`src/rtl/snn_pred_filter.sv`:
```
// Sliding-window hysteresis filter over SNN class predictions.
// Each change of the steering decision is issued as a valid/ready command.
module snn_pred_filter #(
   parameter int WINDOW     = 8,
   parameter int ON_THRESH  = 6,
   parameter int OFF_THRESH = 2,
   parameter int CNT_W      = $clog2(WINDOW+1)
) (
   input  logic             clk,
   input  logic             rst,
   input  logic             inf_done,
   input  logic             inf_class,
   input  logic             clear,
   output logic             cmd_valid,
   output logic             cmd_turn,
   input  logic             cmd_ready,
   output logic             turning,
   output logic [CNT_W-1:0] fill_count,
   output logic [CNT_W-1:0] turn_count,
   output logic             overrun
);

   typedef enum logic {ST_STRAIGHT = 1'b0, ST_TURNING = 1'b1} state_t;

   localparam logic [CNT_W-1:0] WIN_C = CNT_W'(WINDOW);
   localparam logic [CNT_W-1:0] ON_C  = CNT_W'(ON_THRESH);
   localparam logic [CNT_W-1:0] OFF_C = CNT_W'(OFF_THRESH);

   state_t            state, state_nxt;
   logic              done_q, upd_q, accept, full, load;
   logic [WINDOW-1:0] win;

   assign accept  = inf_done & ~done_q;
   assign full    = (fill_count == WIN_C);
   assign turning = (state == ST_TURNING);

   // Window and counts; the count tracks the bit leaving the window instead of a popcount.
   always_ff @(posedge clk) begin
      if (rst) begin
         done_q     <= 1'b0;
         upd_q      <= 1'b0;
         win        <= '0;
         fill_count <= '0;
         turn_count <= '0;
      end else begin
         done_q <= inf_done;
         if (clear) begin
            upd_q      <= 1'b0;
            win        <= '0;
            fill_count <= '0;
            turn_count <= '0;
         end else begin
            upd_q <= accept;
            if (accept) begin
               win <= {win[WINDOW-2:0], inf_class};
               if (!full) begin
                  fill_count <= fill_count + CNT_W'(1);
                  turn_count <= turn_count + CNT_W'(inf_class);
               end else begin
                  turn_count <= turn_count + CNT_W'(inf_class) - CNT_W'(win[WINDOW-1]);
               end
            end
         end
      end
   end

   always_comb begin
      state_nxt = state;
      if (upd_q && full) begin
         case (state)
            ST_STRAIGHT: if (turn_count >= ON_C)  state_nxt = ST_TURNING;
            ST_TURNING:  if (turn_count <= OFF_C) state_nxt = ST_STRAIGHT;
            default:     state_nxt = ST_STRAIGHT;
         endcase
      end
      load = (state_nxt != state);
   end

   // A newer decision replaces an unaccepted one; losing it is flagged, not queued.
   always_ff @(posedge clk) begin
      if (rst) begin
         state     <= ST_STRAIGHT;
         cmd_valid <= 1'b0;
         cmd_turn  <= 1'b0;
         overrun   <= 1'b0;
      end else begin
         state <= state_nxt;
         if (load) begin
            cmd_valid <= 1'b1;
            cmd_turn  <= (state_nxt == ST_TURNING);
            if (cmd_valid && !cmd_ready) overrun <= 1'b1;
         end else if (cmd_valid && cmd_ready) begin
            cmd_valid <= 1'b0;
         end
      end
   end

endmodule

```
`config.mk`:
```
export PLATFORM = sky130hd
export DESIGN_NAME = snn_pred_filter
export DESIGN_NICKNAME = d
export VERILOG_FILES = /design/src/rtl/snn_pred_filter.sv
export SDC_FILE = /design/constraint.sdc
export NUM_CORES = 1
export LEC_CHECK = 0
export CORE_ASPECT_RATIO = 0.6
export CORE_MARGIN = 3
export CORE_UTILIZATION = 45
export DETAILED_ROUTE_END_ITERATION = 6
export PLACE_DENSITY = 0.82
export SKIP_LAST_GASP = 1
export SLEW_MARGIN = 15
export SYNTH_ARGS = -nofsm -noshare
export SYNTH_HDL_FRONTEND = slang
export SYNTH_SLANG_ARGS = --single-unit
```
`constraint.sdc`:
```
create_clock -name clk -period 4.9 [get_ports clk]
set_input_delay 0.735 -clock clk [delete_from_list [all_inputs] [get_ports clk]]
set_output_delay 0.735 -clock clk [all_outputs]
set_load 0.01 [all_outputs]
```
==> metrics <==
Area Overhead vs Synth 25.81%; post-synthesis xor/xnor area fraction 4.364%; core area 0.001982 mm2; die height 42.58 um; number of fill cells 180; hold path depth 2; DRT Wirelength 2233 um; first-pass GRT wire length 3926 um; RSZ-0062 raised after global routing false; via/cell ratio 5.250; DRC 0; Final Slew Violations 0; Reg clk slew, reported paths 0.08 ns; Seq/Total Area, Yosys 43.89%; adder-cell share of the synthesized area 7.481%; setup ws final 2.354 ns; Max-cap violations 0; clock sink count 22; RePlAce Congestion 0.7099; CTS resizes 0; simple-gate share of the synthesized area 25.31%; startpoint types input pin; main combinational cell family by area after synthesis simple AND/OR/NAND/NOR gates; Yosys warning total 0; mux contribution to synthesized area 1.995%; Initial DRC Count 63; Critical Path Fanout Max 2; top cell type by total area after synthesis dfxtp_1; CTS buffer count 3; most common cell in the netlist dfxtp_1; NumNets Final 149; Yosys cell types 30; # IOs 18; Clk Latency, worst-skew pair 0.27 ns; drt wl/cell 13.62 um; Post-synth ARST share 0%; Clock Path Buffers 2; Seq cells post-synth 22; First-pass DRT Iterations 4; # port buffers 17; root buf cell clkbuf_8; layout cells sized above 1 4.412%; top post-synthesis cells by area dfxtp_1 44%, nand2_1 7.9%, ha_1 7.5%; Vias 861; Synth Area in Compound Gates 12.97%; Post-CTS Setup Bufs 0; worst min-delay path class reg2reg; Antenna Cells 0; Final ANT Viol Nets 0; synthesized instance count 119; Synth top area share 43.89%; Tmin final 2.546 ns; Reg2Reg Depth 8; Initial Utilization 50.63%; std cell rows 12; status finished clean; critical path class in2reg; top cells by count, synth 22 x dfxtp_1, 21 x nand2_1, 13 x a21oi_1; Data required, critical path 5.10 ns; Pleak 0.4469 nW; relative max-transition margin 65.56%; Setup WS pre-CTS 2.117 ns; setup TNS 0 ns; Die Wd 66.97 um; grt ovf 0; vias in the first global route 850; largest net degree at the start of global routing 17; CTS tree done; worst-margin pin slew 0.5166 ns; CP Capture Type flip-flop; die area 0.002851 mm2; hpwl dp 1643 um; Final Core Density 63.70%; top_reg_cell synth dfxtp_1; f_max 392.8 MHz; Fin. Hold Viols 0; Tcrit/Tclk final 51.96%; Final setup viols 0; Syn Area/Cell 8.432 um2; Pwr Density 300.3 mW/mm2; Post-Syn Nets 131; synthesized cell area 0.001003 mm2; initial antenna violation count 0; peak supply drop 0.1546 mV; Final Skew 0.004670 ns; EDFF count, synth 0; Arrival @ worst endpoint 2.74 ns; H-tree depth 1; Hold Buf Count CTS 0; total track usage 18.04%
flip-flops by register name, indices dropped and copies added (netlist names):
register,cells
win,8
turning,1
overrun,1
upd_q,1
fill_count,4
turn_count,4
cmd_turn,1
cmd_valid,1
done_q,1
logic make-up after synthesis:
group	after synthesis
compound gates	21
xor+xnor	5
fa+ha+maj	6
buf+inv	10
flops	22
mux	2
simple gates	53
critical path: stages:
cell	delay (ns)
clkdlybuf4s50_1	0.43
ha_1	0.24
ha_1	0.30
inv_1	0.09
ha_1	0.16
nand4b_1	0.11
xor2_1	0.17
or3_1	0.32
a21oi_1	0.17
area by class of cell:
cell class | count | area, um2 | area share (%)
clock buffers | 3 | 41.29 | 3.271
clock inverters | 1 | 30.03 | 2.379
inverters | 6 | 22.52 | 1.784
multi-input cells | 87 | 523.0 | 41.43
flip-flops and latches | 22 | 440.4 | 34.89
well taps | 28 | 35.03 | 2.775
repair buffers | 17 | 170.2 | 13.48
worst paths after layout:
path	slack [ns]	end	startpoint
worst max-delay path	2.35	turn_count[2]	inf_class
worst min-delay path	0.46	win[7]	win[6]
worst max register to register	2.90	turn_count[2]	turn_count[0]
worst min register to register	0.46	win[7]	win[6]
routing by layer:
layer  wire length, um  global-route usage [%]
met1              1093                   24.72
met2              1027                   28.15
met3                98                   5.362
met4                14                   3.226
met5                 0                       0
power by group:
group | leakage (nW) | switching [mW] | internal (mW)
logic | 0.233 | 0.0146 | 0.0112
clock network | 0.0357 | 0.0611 | 0.109
registers | 0.178 | 0.00207 | 0.181
total | 0.447 | 0.0778 | 0.301
stage by stage:
stage,area (um2),std cells,total power [mW],hold WS (ns)
finish,1262,164,0.3791,0.4572
global route,1262,164,0.3927,0.4756
CTS,1262,164,0.3807,0.4611
detailed placement,1191,160,0.2129,0.4495
global placement,1191,160,0.2117,0.4381
floorplan,1003,119,0.2022,0.4321
cells in the final DEF (no fill, tap or decap), types with 2 or more instances in the layout:
cell,Yosys,routed
a211oi_1,2,2
a21oi_1,13,13
clkbuf_8,0,3
clkdlybuf4s50_1,0,17
dfxtp_1,22,22
ha_1,6,6
inv_1,6,6
mux2i_1,2,2
nand2_1,21,21
nand2b_1,2,2
nand3_1,4,4
nor2_1,11,11
nor3_1,4,4
o21a_1,2,2
or3_1,2,2
xnor2_1,2,2
xor2_1,3,3
Note: power is estimated with default switching activity, not from simulation.
